$ cat src/rtl/decode_issue_if.sv
// Handshake and decoded-instruction bus between fetch, decode_issue and execute.
// The slave modport is the view taken by decode_issue; master is the
// environment (fetch + execute + writeback) side.
interface decode_issue_if #(
    parameter int XLEN   = 32,
    parameter int ADDR_W = 32
);
    // Fetch side
    logic              in_valid;
    logic              in_ready;
    logic [XLEN-1:0]   instr;
    logic [XLEN-1:0]   in_pc;
    logic              flush;

    // Execute side
    logic              out_valid;
    logic              out_ready;
    logic [ADDR_W-1:0] ra1;
    logic [ADDR_W-1:0] ra2;
    logic [ADDR_W-1:0] rd;
    logic [XLEN-1:0]   imm;
    logic [6:0]        opcode;
    logic [2:0]        funct3;
    logic              funct7_5;
    logic [XLEN-1:0]   out_pc;
    logic              writes_rd;
    logic              illegal;

    // Writeback side
    logic              wb_en;
    logic [4:0]        wb_addr;

    modport slave (
        input  in_valid, instr, in_pc, flush, out_ready, wb_en, wb_addr,
        output in_ready, out_valid, ra1, ra2, rd, imm, opcode, funct3,
               funct7_5, out_pc, writes_rd, illegal
    );

    modport master (
        output in_valid, instr, in_pc, flush, out_ready, wb_en, wb_addr,
        input  in_ready, out_valid, ra1, ra2, rd, imm, opcode, funct3,
               funct7_5, out_pc, writes_rd, illegal
    );
endinterface

$ cat src/rtl/decode_issue.sv
// RV32I single-stage decode/issue register with a 32-entry busy scoreboard.
// An instruction is captured in one holding register, decoded, and offered to
// execute only when none of its source or destination registers has a write
// still pending.
// Optional feature: define DECODE_ILLEGAL_TRAP_EN to flag opcodes outside the
// RV32I base set as illegal (they still issue so execute can trap). Without
// it, illegal is tied 0 and unknown opcodes decode as a NOP.
module decode_issue #(
    parameter int XLEN   = 32,
    parameter int ADDR_W = 32
) (
    input  logic          clk,
    input  logic          rst_n,
    decode_issue_if.slave bus
);

    typedef enum logic [6:0] {
        OPC_LUI    = 7'b0110111,
        OPC_AUIPC  = 7'b0010111,
        OPC_JAL    = 7'b1101111,
        OPC_JALR   = 7'b1100111,
        OPC_BRANCH = 7'b1100011,
        OPC_LOAD   = 7'b0000011,
        OPC_STORE  = 7'b0100011,
        OPC_OP_IMM = 7'b0010011,
        OPC_OP     = 7'b0110011,
        OPC_FENCE  = 7'b0001111,
        OPC_SYSTEM = 7'b1110011
    } opcode_e;

    // Decode of the incoming instruction
    logic [XLEN-1:0] instr;
    logic            dec_uses_rs1;
    logic            dec_uses_rs2;
    logic            dec_wtype;
    logic            dec_illegal;
    logic [XLEN-1:0] dec_imm;
    logic [4:0]      dec_ra1;
    logic [4:0]      dec_ra2;
    logic [4:0]      dec_rd;
    logic            dec_writes_rd;

    // Holding register
    logic            held_valid_q;
    logic [4:0]      ra1_q;
    logic [4:0]      ra2_q;
    logic [4:0]      rd_q;
    logic            writes_rd_q;
    logic            illegal_q;
    logic [XLEN-1:0] imm_q;
    logic [6:0]      opcode_q;
    logic [2:0]      funct3_q;
    logic            funct7_5_q;
    logic [XLEN-1:0] pc_q;

    // Scoreboard and handshake
    logic [31:0]     busy_q;
    logic [31:0]     busy_d;
    logic            hazard;
    logic            out_valid;
    logic            in_ready;
    logic            issue;
    logic            capture;

    assign instr = bus.instr;

    // Classify the opcode: operand usage, rd write and immediate format.
    always_comb begin
        // NOTE: every output of a combinational block gets a default first so
        // no path through the case leaves a value held, which would infer a latch.
        dec_uses_rs1 = 1'b0;
        dec_uses_rs2 = 1'b0;
        dec_wtype    = 1'b0;
        dec_illegal  = 1'b0;
        dec_imm      = '0;
        case (instr[6:0])
            OPC_OP: begin
                dec_uses_rs1 = 1'b1;
                dec_uses_rs2 = 1'b1;
                dec_wtype    = 1'b1;
            end
            OPC_OP_IMM, OPC_LOAD, OPC_JALR: begin
                dec_uses_rs1 = 1'b1;
                dec_wtype    = 1'b1;
                dec_imm      = XLEN'($signed(instr[31:20]));
            end
            OPC_STORE: begin
                dec_uses_rs1 = 1'b1;
                dec_uses_rs2 = 1'b1;
                dec_imm      = XLEN'($signed({instr[31:25], instr[11:7]}));
            end
            OPC_BRANCH: begin
                dec_uses_rs1 = 1'b1;
                dec_uses_rs2 = 1'b1;
                dec_imm      = XLEN'($signed({instr[31], instr[7], instr[30:25],
                                              instr[11:8], 1'b0}));
            end
            OPC_LUI, OPC_AUIPC: begin
                dec_wtype = 1'b1;
                dec_imm   = XLEN'($signed({instr[31:12], 12'b0}));
            end
            OPC_JAL: begin
                dec_wtype = 1'b1;
                dec_imm   = XLEN'($signed({instr[31], instr[19:12], instr[20],
                                           instr[30:21], 1'b0}));
            end
            OPC_FENCE, OPC_SYSTEM: begin
                // Recognised but neither reads nor writes the integer file here.
                dec_imm = XLEN'($signed(instr[31:20]));
            end
            default: begin
`ifdef DECODE_ILLEGAL_TRAP_EN
                dec_illegal = 1'b1;
`else
                dec_illegal = 1'b0;
`endif
            end
        endcase
    end

    // Unused read ports and non-writing instructions present index 0.
    assign dec_ra1       = dec_uses_rs1 ? instr[19:15] : 5'd0;
    assign dec_ra2       = dec_uses_rs2 ? instr[24:20] : 5'd0;
    assign dec_writes_rd = dec_wtype && (instr[11:7] != 5'd0);
    assign dec_rd        = dec_writes_rd ? instr[11:7] : 5'd0;

    // Because unused ports are already 0 and busy[0] never sets, the usage
    // flags are folded into the indices.
    assign hazard    = busy_q[ra1_q] | busy_q[ra2_q] | (writes_rd_q & busy_q[rd_q]);
    assign out_valid = held_valid_q & ~hazard;
    assign issue     = out_valid & bus.out_ready;
    assign in_ready  = ~bus.flush & (~held_valid_q | issue);
    assign capture   = bus.in_valid & in_ready;

    // Holding register: capture on accept, drop on issue or flush.
    always_ff @(posedge clk) begin
        // NOTE: sequential state uses non-blocking assignments so every flop
        // samples pre-edge values regardless of statement order.
        if (!rst_n) begin
            held_valid_q <= 1'b0;
            ra1_q        <= '0;
            ra2_q        <= '0;
            rd_q         <= '0;
            writes_rd_q  <= 1'b0;
            illegal_q    <= 1'b0;
            imm_q        <= '0;
            opcode_q     <= '0;
            funct3_q     <= '0;
            funct7_5_q   <= 1'b0;
            pc_q         <= '0;
        end else if (bus.flush) begin
            held_valid_q <= 1'b0;
        end else if (capture) begin
            held_valid_q <= 1'b1;
            ra1_q        <= dec_ra1;
            ra2_q        <= dec_ra2;
            rd_q         <= dec_rd;
            writes_rd_q  <= dec_writes_rd;
            illegal_q    <= dec_illegal;
            imm_q        <= dec_imm;
            opcode_q     <= instr[6:0];
            funct3_q     <= instr[14:12];
            funct7_5_q   <= instr[30];
            pc_q         <= bus.in_pc;
        end else if (issue) begin
            held_valid_q <= 1'b0;
        end
    end

    // Scoreboard update: writeback clears, issue sets, and set wins on a tie.
    always_comb begin
        busy_d = busy_q;
        if (bus.wb_en && (bus.wb_addr != 5'd0)) begin
            busy_d[bus.wb_addr] = 1'b0;
        end
        if (issue && writes_rd_q) begin
            busy_d[rd_q] = 1'b1;
        end
        busy_d[0] = 1'b0;
    end

    // Scoreboard register.
    always_ff @(posedge clk) begin
        // NOTE: the scoreboard is 32 flops, not a RAM; it must clear on reset
        // because a stale busy bit would stall the pipeline forever.
        if (!rst_n) begin
            busy_q <= '0;
        end else begin
            busy_q <= busy_d;
        end
    end

    assign bus.in_ready  = in_ready;
    assign bus.out_valid = out_valid;
    assign bus.ra1       = ADDR_W'(ra1_q);
    assign bus.ra2       = ADDR_W'(ra2_q);
    assign bus.rd        = ADDR_W'(rd_q);
    assign bus.imm       = imm_q;
    assign bus.opcode    = opcode_q;
    assign bus.funct3    = funct3_q;
    assign bus.funct7_5  = funct7_5_q;
    assign bus.out_pc    = pc_q;
    assign bus.writes_rd = writes_rd_q;
    assign bus.illegal   = illegal_q;

endmodule
$ cat src/flat_wrapper.sv
// flat-port wrapper written by rule: the top's interface ports become plain ports
module decode_issue_flat 
#(
    parameter int XLEN   = 32,
    parameter int ADDR_W = 32
)
  (clk, rst_n, bus_in_valid, bus_instr, bus_in_pc, bus_flush, bus_out_ready, bus_wb_en, bus_wb_addr, bus_in_ready, bus_out_valid, bus_ra1, bus_ra2, bus_rd, bus_imm, bus_opcode, bus_funct3, bus_funct7_5, bus_out_pc, bus_writes_rd, bus_illegal);
  decode_issue_if #(.XLEN(XLEN), .ADDR_W(ADDR_W)) bus_i ();
  input  logic clk;
  input  logic rst_n;
  input wire logic [$bits(bus_i.in_valid)-1:0] bus_in_valid;
  input wire logic [$bits(bus_i.instr)-1:0] bus_instr;
  input wire logic [$bits(bus_i.in_pc)-1:0] bus_in_pc;
  input wire logic [$bits(bus_i.flush)-1:0] bus_flush;
  input wire logic [$bits(bus_i.out_ready)-1:0] bus_out_ready;
  input wire logic [$bits(bus_i.wb_en)-1:0] bus_wb_en;
  input wire logic [$bits(bus_i.wb_addr)-1:0] bus_wb_addr;
  output wire logic [$bits(bus_i.in_ready)-1:0] bus_in_ready;
  output wire logic [$bits(bus_i.out_valid)-1:0] bus_out_valid;
  output wire logic [$bits(bus_i.ra1)-1:0] bus_ra1;
  output wire logic [$bits(bus_i.ra2)-1:0] bus_ra2;
  output wire logic [$bits(bus_i.rd)-1:0] bus_rd;
  output wire logic [$bits(bus_i.imm)-1:0] bus_imm;
  output wire logic [$bits(bus_i.opcode)-1:0] bus_opcode;
  output wire logic [$bits(bus_i.funct3)-1:0] bus_funct3;
  output wire logic [$bits(bus_i.funct7_5)-1:0] bus_funct7_5;
  output wire logic [$bits(bus_i.out_pc)-1:0] bus_out_pc;
  output wire logic [$bits(bus_i.writes_rd)-1:0] bus_writes_rd;
  output wire logic [$bits(bus_i.illegal)-1:0] bus_illegal;
  assign bus_i.in_valid = bus_in_valid;
  assign bus_i.instr = bus_instr;
  assign bus_i.in_pc = bus_in_pc;
  assign bus_i.flush = bus_flush;
  assign bus_i.out_ready = bus_out_ready;
  assign bus_i.wb_en = bus_wb_en;
  assign bus_i.wb_addr = bus_wb_addr;
  assign bus_in_ready = bus_i.in_ready;
  assign bus_out_valid = bus_i.out_valid;
  assign bus_ra1 = bus_i.ra1;
  assign bus_ra2 = bus_i.ra2;
  assign bus_rd = bus_i.rd;
  assign bus_imm = bus_i.imm;
  assign bus_opcode = bus_i.opcode;
  assign bus_funct3 = bus_i.funct3;
  assign bus_funct7_5 = bus_i.funct7_5;
  assign bus_out_pc = bus_i.out_pc;
  assign bus_writes_rd = bus_i.writes_rd;
  assign bus_illegal = bus_i.illegal;
  decode_issue #(.XLEN(XLEN), .ADDR_W(ADDR_W)) u_core (.clk(clk), .rst_n(rst_n), .bus(bus_i));
endmodule
$ cat config.mk
export PLATFORM = sky130hd
export DESIGN_NAME = decode_issue_flat
export DESIGN_NICKNAME = d
export VERILOG_FILES = /design/src/rtl/decode_issue_if.sv /design/src/rtl/decode_issue.sv /design/src/flat_wrapper.sv
export SDC_FILE = /design/constraint.sdc
export NUM_CORES = 1
export LEC_CHECK = 0
export CAP_MARGIN = 40
export CORE_MARGIN = 1
export CORE_UTILIZATION = 41
export DETAILED_ROUTE_END_ITERATION = 8
export PLACE_DENSITY = 0.89
export SYNTH_ARGS = -nofsm -noshare
export SYNTH_HDL_FRONTEND = slang
export SYNTH_SLANG_ARGS = --single-unit
$ cat constraint.sdc
create_clock -name clk -period 2.97 [get_ports clk]
set_input_delay 0.891 -clock clk [delete_from_list [all_inputs] [get_ports clk]]
set_output_delay 0.891 -clock clk [all_outputs]
set_load 0.1 [all_outputs]
Word level (Yosys, flattened, before mapping)
Cells that the tools add are included.

Reduce and logical (&&, ||, !) cells: 15. Bitwise operators: 15. Muxes and demuxes: 21. Order comparisons: 6. Equal/unequal tests: 11.

Operators with widths (count): $pmux W32 S5 (1); $mux W32 (2); $and A32 B32 Y32 (1); $not A32 Y32 (1); $or A32 B32 Y32 (1); $eq A7 B7 Y1 const B (4); $lt A5 B6 Y1 const B (4); $eq A7 B6 Y1 const B (3); $bmux W1 S5 (3); $mux W5 (3); $eq A7 B5 Y1 const B (2); $demux W1 S5 (2); $ge A5 B1 Y1 const B (2); $mux W1 (10); $reduce_bool A5 Y1 (2); $eq A7 B2 Y1 const B (1); $eq A7 B4 Y1 const B (1); $reduce_or A7 Y1 (1); $reduce_or A6 Y1 (1); $and A1 B1 Y1 (5); $logic_and A1 B1 Y1 (5); $reduce_or A5 Y1 (1); $not A1 Y1 (4); $reduce_or A2 Y1 (2); 4 further kinds (6).

Output and inout port bits: 175. Flip-flop bits (word level): 124.

Longest topological paths before layout
Word-level depth: 11. Depth in mapped cells: 11.

Least setup slack after synthesis
OpenSTA, ideal clock, no wires.

Kind: flip-flop to flip-flop. Start: reg u_core.rd_q[1]. End: reg u_core.funct3_q[0], in the netlist u_core.bus.funct3[0]. Arrival time: 4432 ps. Required time: 2849 ps. Setup slack: -1584 ps. Stages on the path, launching flop included: 10. Buffers on the path: 3. Cells stage by stage: dfxtp_1 buf_2 mux4_2 a22oi_1 nand4_1 o41ai_4 nand2_1 buf_4 buf_6 mux2i_1.

Cells in the longest elaborated chain, start to end: 11.

Ends and longest elaborated chain: from (decl) (RTL line decode_issue.sv:47) `logic [4:0] rd_q;`; from (signal assigned) (RTL line decode_issue.sv:157) `rd_q <= dec_rd;`; $bmux W1 S5 (RTL line decode_issue.sv:129) `assign hazard = busy_q[ra1_q] | busy_q[ra2_q] | (writes_rd_q & busy_q[rd_q]);`; $mux W1 (implied by the code) (RTL line decode_issue.sv:129); $and A1 B1 Y1 (RTL line decode_issue.sv:129); $or A1 B1 Y1 (RTL line decode_issue.sv:129); $not A1 Y1 (RTL line decode_issue.sv:130) `assign out_valid = held_valid_q & ~hazard;`; $and A1 B1 Y1 (RTL line decode_issue.sv:130); $and A1 B1 Y1 (RTL line decode_issue.sv:131) `assign issue = out_valid & bus.out_ready;`; $or A1 B1 Y1 (RTL line decode_issue.sv:132) `assign in_ready = ~bus.flush & (~held_valid_q | issue);`; $and A1 B1 Y1 (RTL line decode_issue.sv:132); named net bus_in_ready (RTL line flat_wrapper.sv:18) `output wire logic [$bits(bus_i.in_ready)-1:0] bus_in_ready;`; $and A1 B1 Y1 (RTL line decode_issue.sv:133) `assign capture = bus.in_valid & in_ready;`; $reduce_and A2 Y1 (no source line); to (signal assigned) (RTL line decode_issue.sv:162) `funct3_q <= instr[14:12];`; to (decl) (RTL line decode_issue.sv:52) `logic [2:0] funct3_q;`.

The timed path passes the listed nets, and every way through them passes these cells. The select of a mux whose other input is x is not followed. A chain may end at the register's enable or synchronous reset.

Final worst setup path
Start: reg u_core.rd_q[1]. End: out bus_in_ready.

Cells in the longest elaborated chain, start to end: 9.

Ends and longest elaborated chain (RTL line): $bmux W1 S5 (decode_issue.sv:129); $mux W1 (implied by the code) (decode_issue.sv:129); $and A1 B1 Y1 (decode_issue.sv:129); $or A1 B1 Y1 (decode_issue.sv:129); $not A1 Y1 (decode_issue.sv:130); $and A1 B1 Y1 (decode_issue.sv:130); $and A1 B1 Y1 (decode_issue.sv:131); $or A1 B1 Y1 (decode_issue.sv:132); $and A1 B1 Y1 (decode_issue.sv:132); to (decl) (flat_wrapper.sv:18).

Every way passes these cells. The select of a mux whose other input is x is not followed.

==> metrics.txt <==
status complete, but fails checks; failing checks setup timing; Pleak 4.16 nW; effective utilization at floorplan 0.421; placed instance area 8740 um^2; Fin. Hold Viols 0; cell family with most CP delay compound AO/OA/AOI/OAI gates; setup TNS -1010 ps; gr ovfl total 0; NumNets Final 1103; Placeable Area 16600 um^2; CTS tree yes; Seq cells post-synth 123; RSZ-0062 raised after global routing true; Pwr per Cell Area 529 nW/um^2; GRT Total Usage 0.232; vias 6768; Fin Clk Skew 11.0 ps; vias in the first global route 6207; die area 17600 um^2; final instance area 9560 um^2; ys flop type dfxtp_1; Syn Area/Cell 8.40 um^2; Hold WC Path Type reg -> reg; Max Clock Freq 0.285 GHz; final WL 21.7 mm; pre-CTS WS -200 ps; CTS clk-pin slew, worst paths 60 ps; share of layout cells above drive strength 1 0.224; width of the die 133 um; maximum buffer depth of the clock tree 2; Ys Warns 0; sequence of cells on the critical path mux2_4, a32o_1, o32a_1, a211o_1, o41ai_4, buf_12; library cells used by synthesis 50; CTS H-tree depth 4; DRC errors left 0; Worst VDD drop 0.000406 V; Async SR Flop Fraction 0; cells after synthesis 832; Area Overhead vs Synth 36.8%; RD Place Congestion 0.970; Top-Level Pins 250; Worst setup EP type output pin; max cap viols 0; clk_lat worst skew 420 ps; PnR worst setup slack -534 ps; WP buf/inv 1; sequential area share after synthesis 0.352; Routed Antenna Nets 0; die height 133 um; Crit path largest cell delay 400 ps; DP HPWL 15.1 mm; Via density 5.37; Slew @ Worst Pin 761 ps; Pre-antenna DRT Iters 6; Iteration-0 DRC Markers 702; largest net degree at the start of global routing 108; slowest CP cell dfxtp_4; Final period util 1.18; initial antenna violation count 0; Final setup violation count 2; worst hold slack 461 ps; Num CTS Buffers 17; synthesized area 6990 um^2; IO Port Bufs 167; Worst Path Class, Setup reg -> out; Slew Limit Fails 0; Clk Tree Root Cell clkbuf_16; crit path launch type register; first-pass GRT wire length 32.1 mm; Post-synth EDFFs 0; min Tclk post-route 3500 ps; n_diodes 0; CP arrival 2610 ps; Core Util, Final 0.576; Clock Sinks 123; critical-path maximum fanout 7; CP required 2080 ps; wire per inst 17.2 um; row count 47; Max-slew headroom 0.491
## flip-flops by register name, summed over array words and instances, names as in the netlist
name,count
u_core.bus.writes_rd,1
u_core.ra1_q,5
u_core.bus.out_pc,32
u_core.busy_q,31
u_core.held_valid_q,1
u_core.bus.opcode,7
u_core.bus.imm,32
u_core.ra2_q,5
u_core.bus.funct3,3
u_core.bus.funct7_5,1
u_core.rd_q,5
## synth_stat cells, types with 2 or more instances
master    instances  area (um^2)
a21oi_1          13         65.1
a22oi_1          10         75.1
a311oi_1          4         35.0
a31oi_1           2         12.5
and2_1            2         12.5
buf_1             6         22.5
buf_2            10         50.1
buf_4            83          623
buf_6             3         33.8
clkbuf_1         39          146
dfxtp_1         123         2460
inv_1             7         26.3
mux2i_1         117         1170
mux4_2            8          180
nand2_1         222          833
nand2b_1          8         50.1
nand3_1          25          125
nand3b_1          6         45.0
nand4_1           4         25.0
nor2_1           14         52.6
nor2b_1          10         62.6
nor3_1            6         30.0
nor4b_1           2         17.5
o211ai_1         33          248
o21ai_0          14         70.1
o31ai_1          24          180
o32ai_1           2         17.5
o41ai_1           7         61.3
or2_2             2         12.5
or3b_2            5         43.8
or4_1             2         15.0
## path summary, 6_finish.rpt
path	startpoint	endpoint	slack (ps)	cells past startpoint
setup / recovery	u_core.rd_q[1]	bus_in_ready	-530	6
hold reg to reg	u_core.bus.out_pc[24]	u_core.bus.out_pc[24]	460	2
setup reg to reg	u_core.rd_q[1]	u_core.bus.imm[10]	110	9
hold / removal	u_core.bus.out_pc[24]	u_core.bus.out_pc[24]	460	2
## area by class of cell
class	count	area (um^2)
Timing Repair Buffer	236	2160
Sequential cell	123	2500
Inverter	7	30.0
Multi-Input combinational cell	643	4010
Fill cell	1383	7020
Tap cell	220	275
Clock inverter	9	75.1
Clock buffer	23	520
## worst register-to-register path, delay by kind of cell (launching register included)
family	cells	cell delay (ps)
buffers and inverters	2	510
AND/OR/NAND/NOR	1	120
AO/OA/AOI/OAI	4	1250
flip-flops	1	400
multiplexers	2	450
## kinds of logic after synthesis
logic type             Yosys count  synth area share
buffers and inverters          148             0.129
XOR/XNOR                         1           0.00125
flip-flops                     123             0.352
AND/OR/NAND/NOR                312             0.194
AO/OA/AOI/OAI                  120             0.126
other                            1          0.000537
multiplexers                   127             0.197
## power breakdown
part	total (mW)	switching (mW)	internal, mW
registers	1.71	0.0261	1.69
clock network	2.05	0.801	1.25
logic	1.30	1.02	0.279
## routing by layer
layer  up-vias  track usage  wire [um]
met5         -            0          0
met4         0        0.104        702
met3        52       0.0628       2030
met2       379        0.397      10400
met1      3181        0.271       8510
li1       3156            -          -
## through the flow
step	power [mW]	instances
floorplan	2.83	913
global placement	2.98	1222
detailed placement	2.99	1222
CTS	5.04	1255
global route	5.20	1261
finish	5.06	1261
## cells in the final DEF, fill, tap and decap left out, types with 3 or more instances in the layout
| cell | count |
|---|---|
| a21oi_1 | 13 |
| a22oi_1 | 10 |
| a311oi_1 | 4 |
| buf_12 | 5 |
| buf_4 | 148 |
| buf_6 | 3 |
| clkbuf_16 | 24 |
| clkbuf_8 | 3 |
| clkdlybuf4s50_1 | 73 |
| clkinv_4 | 3 |
| clkinvlp_4 | 3 |
| conb_1 | 82 |
| dfxtp_1 | 112 |
| dfxtp_2 | 3 |
| dfxtp_4 | 8 |
| inv_1 | 6 |
| mux2i_1 | 115 |
| mux4_2 | 8 |
| nand2_1 | 220 |
| nand2b_1 | 8 |
| nand3_1 | 25 |
| nand3b_1 | 6 |
| nand4_1 | 4 |
| nor2_1 | 14 |
| nor2b_1 | 10 |
| nor3_1 | 6 |
| o211ai_1 | 33 |
| o21ai_0 | 14 |
| o31ai_1 | 24 |
| o41ai_1 | 7 |
| or3b_2 | 5 |
## repair_timing
item / 4_1_cts / 5_1_grt
pin swaps: 3 / 2
setup buffers: 1 / 2
endpoints found under the setup margin: 2 / 43
cloned: 0 / 6
hold buffers: 0 / 0
gates resized for setup: 2 / 12
(Power assumes the default switching activity.)
